## src/rtl/uart_tx_engine_if.sv

```systemverilog
// Bus between the UART register block and the transmit engine.
// The register block drives the i_* signals; the engine drives the o_* status and line.
interface uart_tx_engine_if;
   logic        i_enable;
   logic [15:0] i_baud_div;
   logic        i_write;
   logic [7:0]  i_data;
   logic        o_ready;
   logic        o_empty;
   logic        o_active;
   logic        o_tx;

   modport master (
      output i_enable,
      output i_baud_div,
      output i_write,
      output i_data,
      input  o_ready,
      input  o_empty,
      input  o_active,
      input  o_tx
   );

   modport slave (
      input  i_enable,
      input  i_baud_div,
      input  i_write,
      input  i_data,
      output o_ready,
      output o_empty,
      output o_active,
      output o_tx
   );
endinterface

```

## src/rtl/uart_tx_engine.sv

```systemverilog
// UART transmit engine: byte FIFO feeding an 8N1 serialiser, LSB first, registered o_tx.
// Define UART_TX_PARITY_EN to insert an even parity bit between the data bits and the stop bit.
module uart_tx_engine #(
   parameter int unsigned FIFO_DEPTH = 8
) (
   input  logic              i_clk,
   input  logic              i_reset_n,
   uart_tx_engine_if.slave   bus
);

   localparam int unsigned AW = (FIFO_DEPTH > 1) ? $clog2(FIFO_DEPTH) : 1;
   localparam int unsigned CW = $clog2(FIFO_DEPTH) + 1;
   localparam logic [CW-1:0] FULL = CW'(FIFO_DEPTH);

`ifdef UART_TX_PARITY_EN
   typedef enum logic [2:0] {S_IDLE, S_START, S_DATA, S_PARITY, S_STOP} state_t;
`else
   typedef enum logic [2:0] {S_IDLE, S_START, S_DATA, S_STOP} state_t;
`endif

   logic [7:0]    mem [FIFO_DEPTH];
   logic [AW-1:0] wr_ptr;
   logic [AW-1:0] rd_ptr;
   logic [CW-1:0] count;
   logic [7:0]    head;

   state_t        state_q, state_d;
   logic [15:0]   cnt_q, cnt_d;
   logic [15:0]   div_q, div_d;
   logic [2:0]    bit_q, bit_d;
   logic [7:0]    shift_q, shift_d;
   logic          par_q, par_d;
   logic          tx_q, tx_d;

   logic          push;
   logic          pop;
   logic          can_start;
   logic          bit_end;

   // Full check uses the pre-edge count, so a push into a full FIFO is lost
   // even when the same cycle pops.
   assign push      = bus.i_write && (count != FULL);
   assign can_start = bus.i_enable && (count != '0);
   assign bit_end   = (cnt_q == '0);
   assign head      = mem[rd_ptr];

   always_ff @(posedge i_clk) begin
      if (push) begin
         mem[wr_ptr] <= bus.i_data;
      end
   end

   always_ff @(posedge i_clk) begin
      if (!i_reset_n) begin
         wr_ptr <= '0;
         rd_ptr <= '0;
         count  <= '0;
      end else begin
         if (push) begin
            wr_ptr <= wr_ptr + AW'(1);
         end
         if (pop) begin
            rd_ptr <= rd_ptr + AW'(1);
         end
         case ({push, pop})
            2'b10:   count <= count + CW'(1);
            2'b01:   count <= count - CW'(1);
            default: count <= count;
         endcase
      end
   end

   always_ff @(posedge i_clk) begin
      if (!i_reset_n) begin
         state_q <= S_IDLE;
         cnt_q   <= '0;
         div_q   <= '0;
         bit_q   <= '0;
         shift_q <= '0;
         par_q   <= 1'b0;
         tx_q    <= 1'b1;
      end else begin
         state_q <= state_d;
         cnt_q   <= cnt_d;
         div_q   <= div_d;
         bit_q   <= bit_d;
         shift_q <= shift_d;
         par_q   <= par_d;
         tx_q    <= tx_d;
      end
   end

   always_comb begin
      state_d = state_q;
      cnt_d   = cnt_q;
      div_d   = div_q;
      bit_d   = bit_q;
      shift_d = shift_q;
      par_d   = par_q;
      tx_d    = tx_q;
      pop     = 1'b0;

      case (state_q)
         S_IDLE: begin
            tx_d = 1'b1;
            pop  = can_start;
         end
         S_START: begin
            if (bit_end) begin
               state_d = S_DATA;
               cnt_d   = div_q;
               bit_d   = '0;
               tx_d    = shift_q[0];
            end else begin
               cnt_d = cnt_q - 16'd1;
            end
         end
         S_DATA: begin
            if (bit_end) begin
               cnt_d   = div_q;
               shift_d = shift_q >> 1;
               if (bit_q == 3'd7) begin
`ifdef UART_TX_PARITY_EN
                  state_d = S_PARITY;
                  tx_d    = par_q;
`else
                  state_d = S_STOP;
                  tx_d    = 1'b1;
`endif
               end else begin
                  bit_d = bit_q + 3'd1;
                  tx_d  = shift_q[1];
               end
            end else begin
               cnt_d = cnt_q - 16'd1;
            end
         end
`ifdef UART_TX_PARITY_EN
         S_PARITY: begin
            if (bit_end) begin
               state_d = S_STOP;
               cnt_d   = div_q;
               tx_d    = 1'b1;
            end else begin
               cnt_d = cnt_q - 16'd1;
            end
         end
`endif
         S_STOP: begin
            if (bit_end) begin
               state_d = S_IDLE;
               tx_d    = 1'b1;
               pop     = can_start;
            end else begin
               cnt_d = cnt_q - 16'd1;
            end
         end
         default: begin
            state_d = S_IDLE;
            tx_d    = 1'b1;
         end
      endcase

      // Frame launch is shared by IDLE and the last stop-bit cycle, which
      // gives back-to-back frames with no idle gap.
      if (pop) begin
         state_d = S_START;
         tx_d    = 1'b0;
         cnt_d   = bus.i_baud_div;
         div_d   = bus.i_baud_div;
         shift_d = head;
         par_d   = ^head;
      end
   end

   assign bus.o_ready  = (count != FULL);
   assign bus.o_empty  = (count == '0);
   assign bus.o_active = (state_q != S_IDLE);
   assign bus.o_tx     = tx_q;

endmodule
```

## src/flat_wrapper.sv

```systemverilog
// flat-port wrapper written by rule: the top's interface ports become plain ports
module uart_tx_engine_flat 
#(
   parameter int unsigned FIFO_DEPTH = 8
)
  (i_clk, i_reset_n, bus_i_enable, bus_i_baud_div, bus_i_write, bus_i_data, bus_o_ready, bus_o_empty, bus_o_active, bus_o_tx);
  uart_tx_engine_if bus_i ();
  input  logic i_clk;
  input  logic i_reset_n;
  input wire logic [$bits(bus_i.i_enable)-1:0] bus_i_enable;
  input wire logic [$bits(bus_i.i_baud_div)-1:0] bus_i_baud_div;
  input wire logic [$bits(bus_i.i_write)-1:0] bus_i_write;
  input wire logic [$bits(bus_i.i_data)-1:0] bus_i_data;
  output wire logic [$bits(bus_i.o_ready)-1:0] bus_o_ready;
  output wire logic [$bits(bus_i.o_empty)-1:0] bus_o_empty;
  output wire logic [$bits(bus_i.o_active)-1:0] bus_o_active;
  output wire logic [$bits(bus_i.o_tx)-1:0] bus_o_tx;
  assign bus_i.i_enable = bus_i_enable;
  assign bus_i.i_baud_div = bus_i_baud_div;
  assign bus_i.i_write = bus_i_write;
  assign bus_i.i_data = bus_i_data;
  assign bus_o_ready = bus_i.o_ready;
  assign bus_o_empty = bus_i.o_empty;
  assign bus_o_active = bus_i.o_active;
  assign bus_o_tx = bus_i.o_tx;
  uart_tx_engine #(.FIFO_DEPTH(FIFO_DEPTH)) u_core (.i_clk(i_clk), .i_reset_n(i_reset_n), .bus(bus_i));
endmodule
```

## config.mk

```make
export PLATFORM = sky130hd
export DESIGN_NAME = uart_tx_engine_flat
export DESIGN_NICKNAME = d
export VERILOG_FILES = /design/src/rtl/uart_tx_engine_if.sv /design/src/rtl/uart_tx_engine.sv /design/src/flat_wrapper.sv
export SDC_FILE = /design/constraint.sdc
export NUM_CORES = 1
export LEC_CHECK = 0
export ABC_AREA = 1
export CAP_MARGIN = 20
export CORE_MARGIN = 2
export CORE_UTILIZATION = 60
export DETAILED_ROUTE_END_ITERATION = 10
export DONT_BUFFER_PORTS = 1
export HOLD_SLACK_MARGIN = 0.03
export PLACE_DENSITY = 0.88
export SETUP_SLACK_MARGIN = 0.15
export SYNTH_ARGS = -nofsm -noshare
export SYNTH_HDL_FRONTEND = slang
export SYNTH_SLANG_ARGS = --single-unit
```

## constraint.sdc

```tcl
create_clock -name i_clk -period 4.24 [get_ports i_clk]
set_clock_uncertainty 0.2 [all_clocks]
set_input_delay 1.272 -clock i_clk [delete_from_list [all_inputs] [get_ports i_clk]]
set_output_delay 1.272 -clock i_clk [all_outputs]
set_load 0.01 [all_outputs]
```

==> results.sh, run 1 <==
export IMPL_clk_latency_ns=0.54
export IMPL_syn_inst=686
export IMPL_diodes=0
export IMPL_ys_seq_elements=123
export IMPL_port_buffers=0
export IMPL_critPathKind="reg2out"
export IMPL_synth_fp_nets=727
export IMPL_fin_nets=724
export IMPL_grt_overflow=0
export IMPL_start_util=0.623
export IMPL_drcViolationCount=0
export IMPL_dpl_hpwl_mm=8.32
export IMPL_hold_path_class="reg2reg"
export IMPL_ys_types=33
export IMPL_drt_total_wl_mm=13.1
export IMPL_powerDensity_mw_per_mm2=800
export IMPL_rsz0062_at_grt="false"
export IMPL_leakage_nw=2.60
export IMPL_grt_max_degree=47
export IMPL_path_buf_inv=2
export IMPL_ys_seq_area_frac=0.537
export IMPL_setup_viol=0
export IMPL_boundaryPins=32
export IMPL_cts_root_buf="clkbuf_8"
export IMPL_areaGrowthSynthToFinish_pct=10.8
export IMPL_cts_resized=0
export IMPL_die_y_um=102
export IMPL_avgSynthCellArea_um2=8.43
export IMPL_num_vias=4712
export IMPL_cpMaxStageDelayCell="dfxtp_1"
export IMPL_cts_made_buffers=17
export IMPL_cts_tree="done"
export IMPL_die_w_um=102
export IMPL_first_pass_iters=6
export IMPL_arrival_ns=1.52
export IMPL_fin_total_pwr_mw=5.12
export IMPL_yosys_area_top_type="edfxtp_1"
export IMPL_place_inst=793
export IMPL_cp_common_cell="inv_1"
export IMPL_netlist_area_mm2=0.00578
export IMPL_fmax_mhz=334
export IMPL_ant_nets=0
export IMPL_required_ns=2.77
export IMPL_first_iter_violations=373
export IMPL_drive_above_1_share=0.0733
export IMPL_yosysTopAreaCellShare=0.332
export IMPL_hold_viol_final=0
export IMPL_ir_worst_vdd_uv=498
export IMPL_path_clk_slew_ns=0.06
export IMPL_synth_most_common_cell="nor2_1"
export IMPL_fin_crit_ns=2.99
export IMPL_status="completed"
export IMPL_synth_edf_count=64
export IMPL_cap_viol_max_count=0
export IMPL_finalMaxSlewViolations=0
export IMPL_synth_common_cells="nor2_1 (126), nand2_1 (123), edfxtp_1 (64)"
export IMPL_cts_num_sinks=123
export IMPL_cp_end_kind="output port"
export IMPL_gp_congestion=0.888
export IMPL_wire_per_inst_um=15.9
export IMPL_htreeDepth=4
export IMPL_hold_buffers=0
export IMPL_post_cts_buffers=0
export IMPL_grt_util_all_layers=0.271
export IMPL_grt_pass1_wl_mm=21.4
export IMPL_tightest_slew_ns=1.05
export IMPL_coreArea_mm2=0.00928
export IMPL_rows=35
export IMPL_slowest_delay_ns=0.38
export IMPL_cts_path_max_buffers=2
export IMPL_synth_main_ff_cell="edfxtp_1"
export IMPL_maxSlewHeadroom=0.302
export IMPL_synth_area_leaders="edfxtp_1 (33%), dfxtp_1 (20%), nor2_1 (8.2%), nand2_1 (8.0%), o21ai_0 (5.2%)"
export IMPL_finalCritPeriodShare=0.705
export IMPL_synthArstFlopShare=0
export IMPL_crit_family="flip-flops"
export IMPL_antenna_found_initial=0
export IMPL_ys_warn_count=0
export IMPL_drt_vias_per_instance=5.71
export IMPL_grt_pass1_vias=4699
export IMPL_die_area_mm2=0.0104
export IMPL_cp_start_kind="register"
export IMPL_path_cells="inv_1 -> ha_1 -> inv_1"
export IMPL_hold_ws_ns=0.268
export IMPL_final_cells=825
export IMPL_fin_tns_setup_ns=0
export IMPL_cp_max_fo=5
layer usage:
layer | vias to the layer above | track usage | part of all wire
met1 | 2191 | 0.302 | 0.38
li1 | 2286 | - | -
met4 | 0 | 0.137 | 0.016
met5 | - | 0 | 0
met3 | 26 | 0.0800 | 0.083
met2 | 209 | 0.473 | 0.52
path summary, 6_finish.rpt:
check / start / end / slack [ns] / depth (start not counted)
setup / recovery: u_core.state_q[0]$_SDFFE_PN0P_ / bus_o_active / 1.25 / 3
setup reg to reg: u_core.cnt_q[0]$_SDFFE_PN0P_ / u_core.count[3]$_SDFFE_PN0P_ / 1.52 / 12
hold reg to reg: u_core.div_q[7]$_SDFFE_PN0P_ / u_core.div_q[7]$_SDFFE_PN0P_ / 0.27 / 2
hold / removal: u_core.div_q[7]$_SDFFE_PN0P_ / u_core.div_q[7]$_SDFFE_PN0P_ / 0.27 / 2
stage by stage:
| step | util | instance area [um2] | worst slack, ns |
|---|---|---|---|
| floorplan | - | 5780 | 1.14 |
| global placement | 0.629 | 5840 | 1.19 |
| detailed placement | 0.629 | 5840 | 1.11 |
| CTS | 0.690 | 6410 | 1.25 |
| global route | 0.690 | 6410 | 1.18 |
| finish | 0.690 | 6410 | 1.25 |
final cells by class:
type	count	area, um2
Timing Repair Buffer	2	15.0
Tap cell	129	161
Clock inverter	15	150
Inverter	64	240
Multi-Input combinational cell	475	2320
Clock buffer	17	414
Fill cell	672	2880
Sequential cell	123	3100
flip-flops by register name, summed over array words and instances, names as in the netlist, named ones only:
name	count
u_core.div_q	16
u_core.count	4
u_core.state_q	2
u_core.bus.o_tx	1
u_core.mem	64
u_core.wr_ptr	3
u_core.shift_q	8
u_core.bit_q	3
u_core.rd_ptr	3
u_core.cnt_q	16
power breakdown:
| part | internal, mW | switching (mW) |
|---|---|---|
| registers | 1.46 | 0.167 |
| clock network | 0.798 | 0.591 |
| logic | 0.670 | 1.44 |
cell usage in the layout (no fill, tap or decap), types with 5 or more instances in the layout:
cell / count
a21oi_1: 34
clkbuf_16: 16
dfxtp_1: 59
edfxtp_1: 64
ha_1: 13
inv_1: 62
inv_6: 6
nand2_1: 123
nand2_2: 7
nand3_1: 56
nand4_1: 11
nor2_1: 126
o21ai_0: 60
o22ai_1: 10
xor2_1: 5
cells by family after synthesis:
kind of cell / after synthesis / synth area share
simple gates: 337 / 0.251
flops: 123 / 0.537
compound gates: 116 / 0.109
buf+inv: 88 / 0.0619
fa+ha+maj: 13 / 0.0281
xor+xnor: 9 / 0.0136
worst min-delay path, cell delays in order, from the launching register on:
cell     delay (ns)
dfxtp_1        0.31
nand2_1        0.06
a21oi_1        0.05
Note: power is estimated with default switching activity, not from simulation.
==> inputs of run 2 (changes only) <==
Settings changed: CORE_UTILIZATION 60 to 57, PLACE_DENSITY 0.88 to 0.87.
Clock period 4.24 ns to 2.6 ns, I/O delays scaled along.
==> run 2 against run 1 <==
Against the previous run: sequential share of layout area fell by 2.1 points; register-to-register slack worse by 1.3 ns; power increased by 71%; count of clock-buffer cells in the layout grew 1; clock power increased by 53%; critical path type is now reg2reg; highest routed layer unchanged.
==> results.sh, run 2 (same netlist as run 1, synthesis figures left out) <==
export IMPL_rsz0062_at_grt="true"
export IMPL_fin_crit_ns=2.41
export IMPL_areaGrowthSynthToFinish_pct=16.1
export IMPL_powerDensity_mw_per_mm2=1310
export IMPL_cts_path_max_buffers=2
export IMPL_combPwrFrac=0.453
export IMPL_cp_end_kind="register"
export IMPL_maxSlewHeadroom=0.515
export IMPL_worstRegToRegCells=13
export IMPL_hold_path_class="in2reg"
export IMPL_top_regs="u_core.mem x64, u_core.cnt_q x16, u_core.div_q x16"
export IMPL_required_ns=2.82
export IMPL_cts_made_buffers=17
export IMPL_fin_util=0.684
export IMPL_die_area_mm2=0.0110
export IMPL_num_vias=4846
export IMPL_arrival_ns=2.63
export IMPL_whs_path_depth=0
export IMPL_clkPwrFrac=0.243
export IMPL_cts_num_sinks=123
export IMPL_drt_total_wl_mm=13.6
export IMPL_hold_ws_ns=0.137
export IMPL_drcViolationCount=0
export IMPL_finalMaxSlewViolations=0
export IMPL_p_seq_frac=0.305
export IMPL_setup_viol=0
export IMPL_first_pass_iters=6
export IMPL_fin_nets=749
export IMPL_ant_nets=0
export IMPL_pre_cts_ws_ns=0.00982
export IMPL_tightest_slew_ns=0.727
export IMPL_dpl_hpwl_mm=8.48
export IMPL_grt_pass1_vias=4617
export IMPL_first_iter_violations=452
export IMPL_grtUsageMet1=0.283
export IMPL_port_buffers=0
export IMPL_hold_buffers=0
export IMPL_rows=36
export IMPL_fmax_mhz=415
export IMPL_die_w_um=105
export IMPL_coreArea_mm2=0.00982
export IMPL_drt_vias_per_instance=5.67
export IMPL_cts_root_buf="clkbuf_8"
export IMPL_boundaryPins=32
export IMPL_largest_register_ffs=64
export IMPL_grt_met3_usage=0.0792
export IMPL_status="completed"
export IMPL_grt_util_all_layers=0.250
export IMPL_path_clk_slew_ns=0.06
export IMPL_largest_register="u_core.mem"
export IMPL_critPathKind="reg2reg"
export IMPL_finalCritPeriodShare=0.927
export IMPL_htreeDepth=4
export IMPL_grt_overflow=0
export IMPL_ir_worst_vdd_uv=879
export IMPL_cts_tree="done"
export IMPL_fin_ws_ns=0.189
export IMPL_die_y_um=105
export IMPL_r2r_setup_slack_ns=0.19
export IMPL_most_common_layout_cells="nor2_1 (120), nand2_1 (120), edfxtp_1 (64), o21ai_0 (58), inv_1 (56)"
export IMPL_cp_start_kind="register"
export IMPL_wire_per_inst_um=15.9
export IMPL_hold_viol_final=0
export IMPL_leakage_nw=2.73
export IMPL_diodes=0
export IMPL_antenna_found_initial=0
export IMPL_min_to="u_core.mem[2][2]$_DFFE_PP_"
export IMPL_drive_above_1_share=0.148
export IMPL_p_switching_mw=3.70
export IMPL_worstHoldStart="bus_i_data[2]"
export IMPL_r2r_start="u_core.cnt_q[0]$_SDFFE_PN0P_"
export IMPL_start_util=0.589
export IMPL_clk_latency_ns=0.53
export IMPL_worstReg2RegEnd="u_core.count[2]$_SDFFE_PN0P_"
export IMPL_cap_viol_max_count=0
export IMPL_fin_tns_setup_ns=0
export IMPL_gp_congestion=0.950
export IMPL_global_route_peak_usage_layer="met2"
export IMPL_internal_power_mw=5.08
export IMPL_grt_pass1_wl_mm=21.5
export IMPL_switching_share=0.422
export IMPL_cp_max_fo=3
export IMPL_met2_usage=0.425
export IMPL_fin_total_pwr_mw=8.77
export IMPL_grt_max_degree=33
## run 2: cell types whose count changed in the layout (fill, tap and decap cells not counted), moves of 5 or more
cell	previous run	this run
buf_4	2	26
dfxtp_1	59	51
dfxtp_2	0	7
inv_1	62	56
nor2_1	126	120
ha_1	13	8
## run 2: layer usage
layer / part of all wire / vias up
li1: - / 2330
met5: 0 / -
met2: 0.51 / 236
met1: 0.39 / 2246
met4: 0.025 / 0
met3: 0.079 / 34
## run 2: repair_timing
action                     4_1_cts  5_1_grt
hold endpoints to repair         0        0
setup endpoints to repair        4        5
resized for setup                9       24
buffers inserted                 1        8
pin swaps                        1       13
## run 2: layout make-up
| class | count | area [um2] |
|---|---|---|
| Fill cell | 701 | 3100 |
| Sequential cell | 123 | 3120 |
| Clock buffer | 18 | 418 |
| Multi-Input combinational cell | 475 | 2440 |
| Timing Repair Buffer | 27 | 206 |
| Clock inverter | 14 | 123 |
| Tap cell | 133 | 166 |
| Inverter | 64 | 250 |
## run 2: stage by stage
stage | instance area [um2] | cells
finish | 6720 | 854
global route | 6720 | 854
CTS | 6600 | 846
detailed placement | 6010 | 813
global placement | 6010 | 813
floorplan | 5830 | 686
## run 2: how the worst max path moves through the flow
stage,startpoint,end,slack [ns],cells past startpoint
floorplan,bus_i_enable,u_core.count[2]$_SDFFE_PN0P_,0.11,12
global placement,bus_i_enable,u_core.count[2]$_SDFFE_PN0P_,0.21,11
detailed placement,u_core.state_q[0]$_SDFFE_PN0P_,u_core.count[2]$_SDFFE_PN0P_,0.01,12
CTS,u_core.cnt_q[1]$_SDFFE_PN0P_,u_core.count[2]$_SDFFE_PN0P_,0.12,13
global route,u_core.cnt_q[4]$_SDFFE_PN0P_,u_core.count[2]$_SDFFE_PN0P_,0.10,12
finish,u_core.cnt_q[0]$_SDFFE_PN0P_,u_core.count[2]$_SDFFE_PN0P_,0.19,13
## run 2: critical path: stages, from the launching register on
cell and delay (ns):
dfxtp_2 0.34, inv_4 0.08, ha_4 0.15, nand2_4 0.06, nor2_4 0.16, nand3_4 0.10
a21oi_4 0.22, ha_4 0.22, xor2_4 0.18, ha_2 0.20, a21oi_2 0.04, xnor2_1 0.15
o21ai_1 0.15, inv_1 0.06
## run 2: power groups by stage
stage	logic [mW]	registers, mW	clock network [mW]
final	3.97	2.67	2.13
after global routing	4.42	2.70	2.24
after CTS	3.68	2.62	2.15
after detailed placement	3.55	2.65	0
after global placement	3.41	2.63	0
after floorplan	2.81	2.59	0
==> inputs of run 3 (changes only) <==
Settings changed: CELL_PAD_IN_SITES_DETAIL_PLACEMENT set to 1, CELL_PAD_IN_SITES_GLOBAL_PLACEMENT set to 1, CORE_UTILIZATION 57 to 44, PLACE_DENSITY 0.87 to 0.88, SKIP_CTS_REPAIR_TIMING set to 1.
==> run 3 against run 2 <==
Against the previous run: worst setup slack got worse by 0.10 ns; via count rose by 1.5%; global-route usage barely moved; critical endpoint unchanged; critical path depth fell by 1; sequential share of layout area fell by 0.68 points; power rose by 2.9%; non-clock buffer count rose by 4; largest power group unchanged; core utilization fell by 15 points; hold slack improved by 0.11 ns; largest cell class unchanged.
==> results.sh, run 3 (same netlist as run 1, synthesis figures left out) <==
export IMPL_status="completed"
export IMPL_drt_total_wl_mm=17.3
export IMPL_drive_above_1_share=0.139
export IMPL_cts_path_max_buffers=2
export IMPL_fin_crit_ns=2.51
export IMPL_required_ns=2.71
export IMPL_die_y_um=119
export IMPL_worstHoldStart="i_reset_n"
export IMPL_drt_vias_per_instance=5.48
export IMPL_grt_max_degree=33
export IMPL_largest_register="u_core.mem"
export IMPL_ir_worst_vdd_uv=1150
export IMPL_worstRegToRegCells=12
export IMPL_dpl_hpwl_mm=11.2
export IMPL_fmax_mhz=398
export IMPL_cts_made_buffers=17
export IMPL_cts_tree="done"
export IMPL_cp_end_kind="register"
export IMPL_antenna_found_initial=0
export IMPL_r2r_setup_slack_ns=0.09
export IMPL_diodes=0
export IMPL_worstReg2RegEnd="u_core.count[2]$_SDFFE_PN0P_"
export IMPL_first_pass_iters=5
export IMPL_hold_path_class="in2reg"
export IMPL_largest_register_ffs=64
export IMPL_whs_path_depth=1
export IMPL_grt_util_all_layers=0.250
export IMPL_mostFrequentLayoutCell="nor2_1"
export IMPL_grt_pass1_vias=5306
export IMPL_rsz0062_at_grt="true"
export IMPL_fillCellCount=1542
export IMPL_fin_nets=753
export IMPL_boundaryPins=32
export IMPL_most_common_layout_cells="nor2_1 (123), nand2_1 (120), edfxtp_1 (64), o21ai_0 (58)"
export IMPL_rows=41
export IMPL_wire_per_inst_um=19.3
export IMPL_drcViolationCount=0
export IMPL_die_w_um=119
export IMPL_grt_pass1_wl_mm=27.0
export IMPL_coreArea_mm2=0.0127
export IMPL_top_regs="u_core.mem x64, u_core.cnt_q x16, u_core.div_q x16"
export IMPL_critPathKind="reg2reg"
export IMPL_cts_num_sinks=123
export IMPL_slowest_delay_ns=0.37
export IMPL_hold_viol_final=0
export IMPL_arrival_ns=2.63
export IMPL_leakage_nw=2.73
export IMPL_powerDensity_mw_per_mm2=1330
export IMPL_fin_tns_setup_ns=0
export IMPL_die_area_mm2=0.0141
export IMPL_setup_viol=0
export IMPL_cap_viol_max_count=0
export IMPL_ant_nets=0
export IMPL_tightest_slew_ns=0.712
export IMPL_cpMaxStageDelayCell="dfxtp_1"
export IMPL_hold_ws_ns=0.242
export IMPL_gp_congestion=0.845
export IMPL_cp_max_fo=6
export IMPL_finalCritPeriodShare=0.967
export IMPL_path_cells="nor2_1 -> nand2_1 -> nor2_4 -> nand3_4 -> a21oi_4 -> ha_4 -> xor2_4 -> ha_2 -> a21oi_2 -> xnor2_1 -> o21ai_1 -> inv_1"
export IMPL_r2r_start="u_core.cnt_q[12]$_SDFFE_PN0P_"
export IMPL_clk_latency_ns=0.43
export IMPL_cp_start_kind="register"
export IMPL_num_vias=4917
export IMPL_fin_total_pwr_mw=9.03
export IMPL_port_buffers=0
export IMPL_maxSlewHeadroom=0.525
export IMPL_path_clk_slew_ns=0.06
export IMPL_cts_root_buf="clkbuf_16"
export IMPL_multi_input_area_mm2=0.00246
export IMPL_areaGrowthSynthToFinish_pct=17.5
export IMPL_first_iter_violations=275
export IMPL_grt_overflow=0
export IMPL_htreeDepth=4
export IMPL_finalMaxSlewViolations=0
export IMPL_min_to="u_core.bus.o_tx$_SDFFE_PN1P_"
export IMPL_start_util=0.455
export IMPL_regArea_mm2=0.00311
## run 3: through the flow
step	std cells	utilization	cell area, um2	worst slack [ns]
global route	897	0.534	6800	0.0112
finish	897	0.534	6800	0.0865
detailed placement	856	0.479	6090	0.00934
floorplan	686	-	5830	0.112
global placement	856	0.479	6090	0.189
CTS	888	0.521	6630	-0.0295
## run 3: layout make-up
cell class,count,area share
clock inverters,11,0.0144
flip-flops and latches,123,0.457
clock buffers,21,0.0648
multi-input cells,475,0.361
repair buffers,31,0.0342
inverters,64,0.0365
well taps,172,0.0317
## run 3: worst max-delay path: cells and delay by family, from the launching register on
kind / cells / cell delay, ns
AND/OR/NAND/NOR: 4 / 0.61
flip-flops: 1 / 0.37
adder cells (fa/ha/maj): 2 / 0.43
XOR/XNOR: 2 / 0.33
AO/OA/AOI/OAI: 3 / 0.40
buffers and inverters: 1 / 0.06
## run 3: how the worst max path moves through the flow
| stage | from | endpoint | slack (ns) |
|---|---|---|---|
| final | u_core.cnt_q[12]$_SDFFE_PN0P_ | u_core.count[2]$_SDFFE_PN0P_ | 0.09 |
| after global routing | u_core.cnt_q[13]$_SDFFE_PN0P_ | u_core.count[3]$_SDFFE_PN0P_ | 0.01 |
| after CTS | u_core.state_q[0]$_SDFFE_PN0P_ | u_core.count[2]$_SDFFE_PN0P_ | -0.03 |
| after detailed placement | u_core.cnt_q[0]$_SDFFE_PN0P_ | u_core.count[2]$_SDFFE_PN0P_ | 0.009 |
| after global placement | u_core.cnt_q[0]$_SDFFE_PN0P_ | u_core.count[2]$_SDFFE_PN0P_ | 0.19 |
| after floorplan | bus_i_enable | u_core.count[2]$_SDFFE_PN0P_ | 0.11 |
## run 3: power breakdown
part | switching [mW] | internal, mW | leakage (nW)
Clock | 0.881 | 1.31 | 0.253
Sequential | 0.294 | 2.38 | 1.07
Combinational | 2.75 | 1.42 | 1.41
## run 3: routing by layer
layer	part of all wire	global-route usage	routed length [um]
met5	0	0	0
met4	0.029	0.101	507
met3	0.040	0.0584	689
met2	0.55	0.473	9430
met1	0.39	0.264	6660
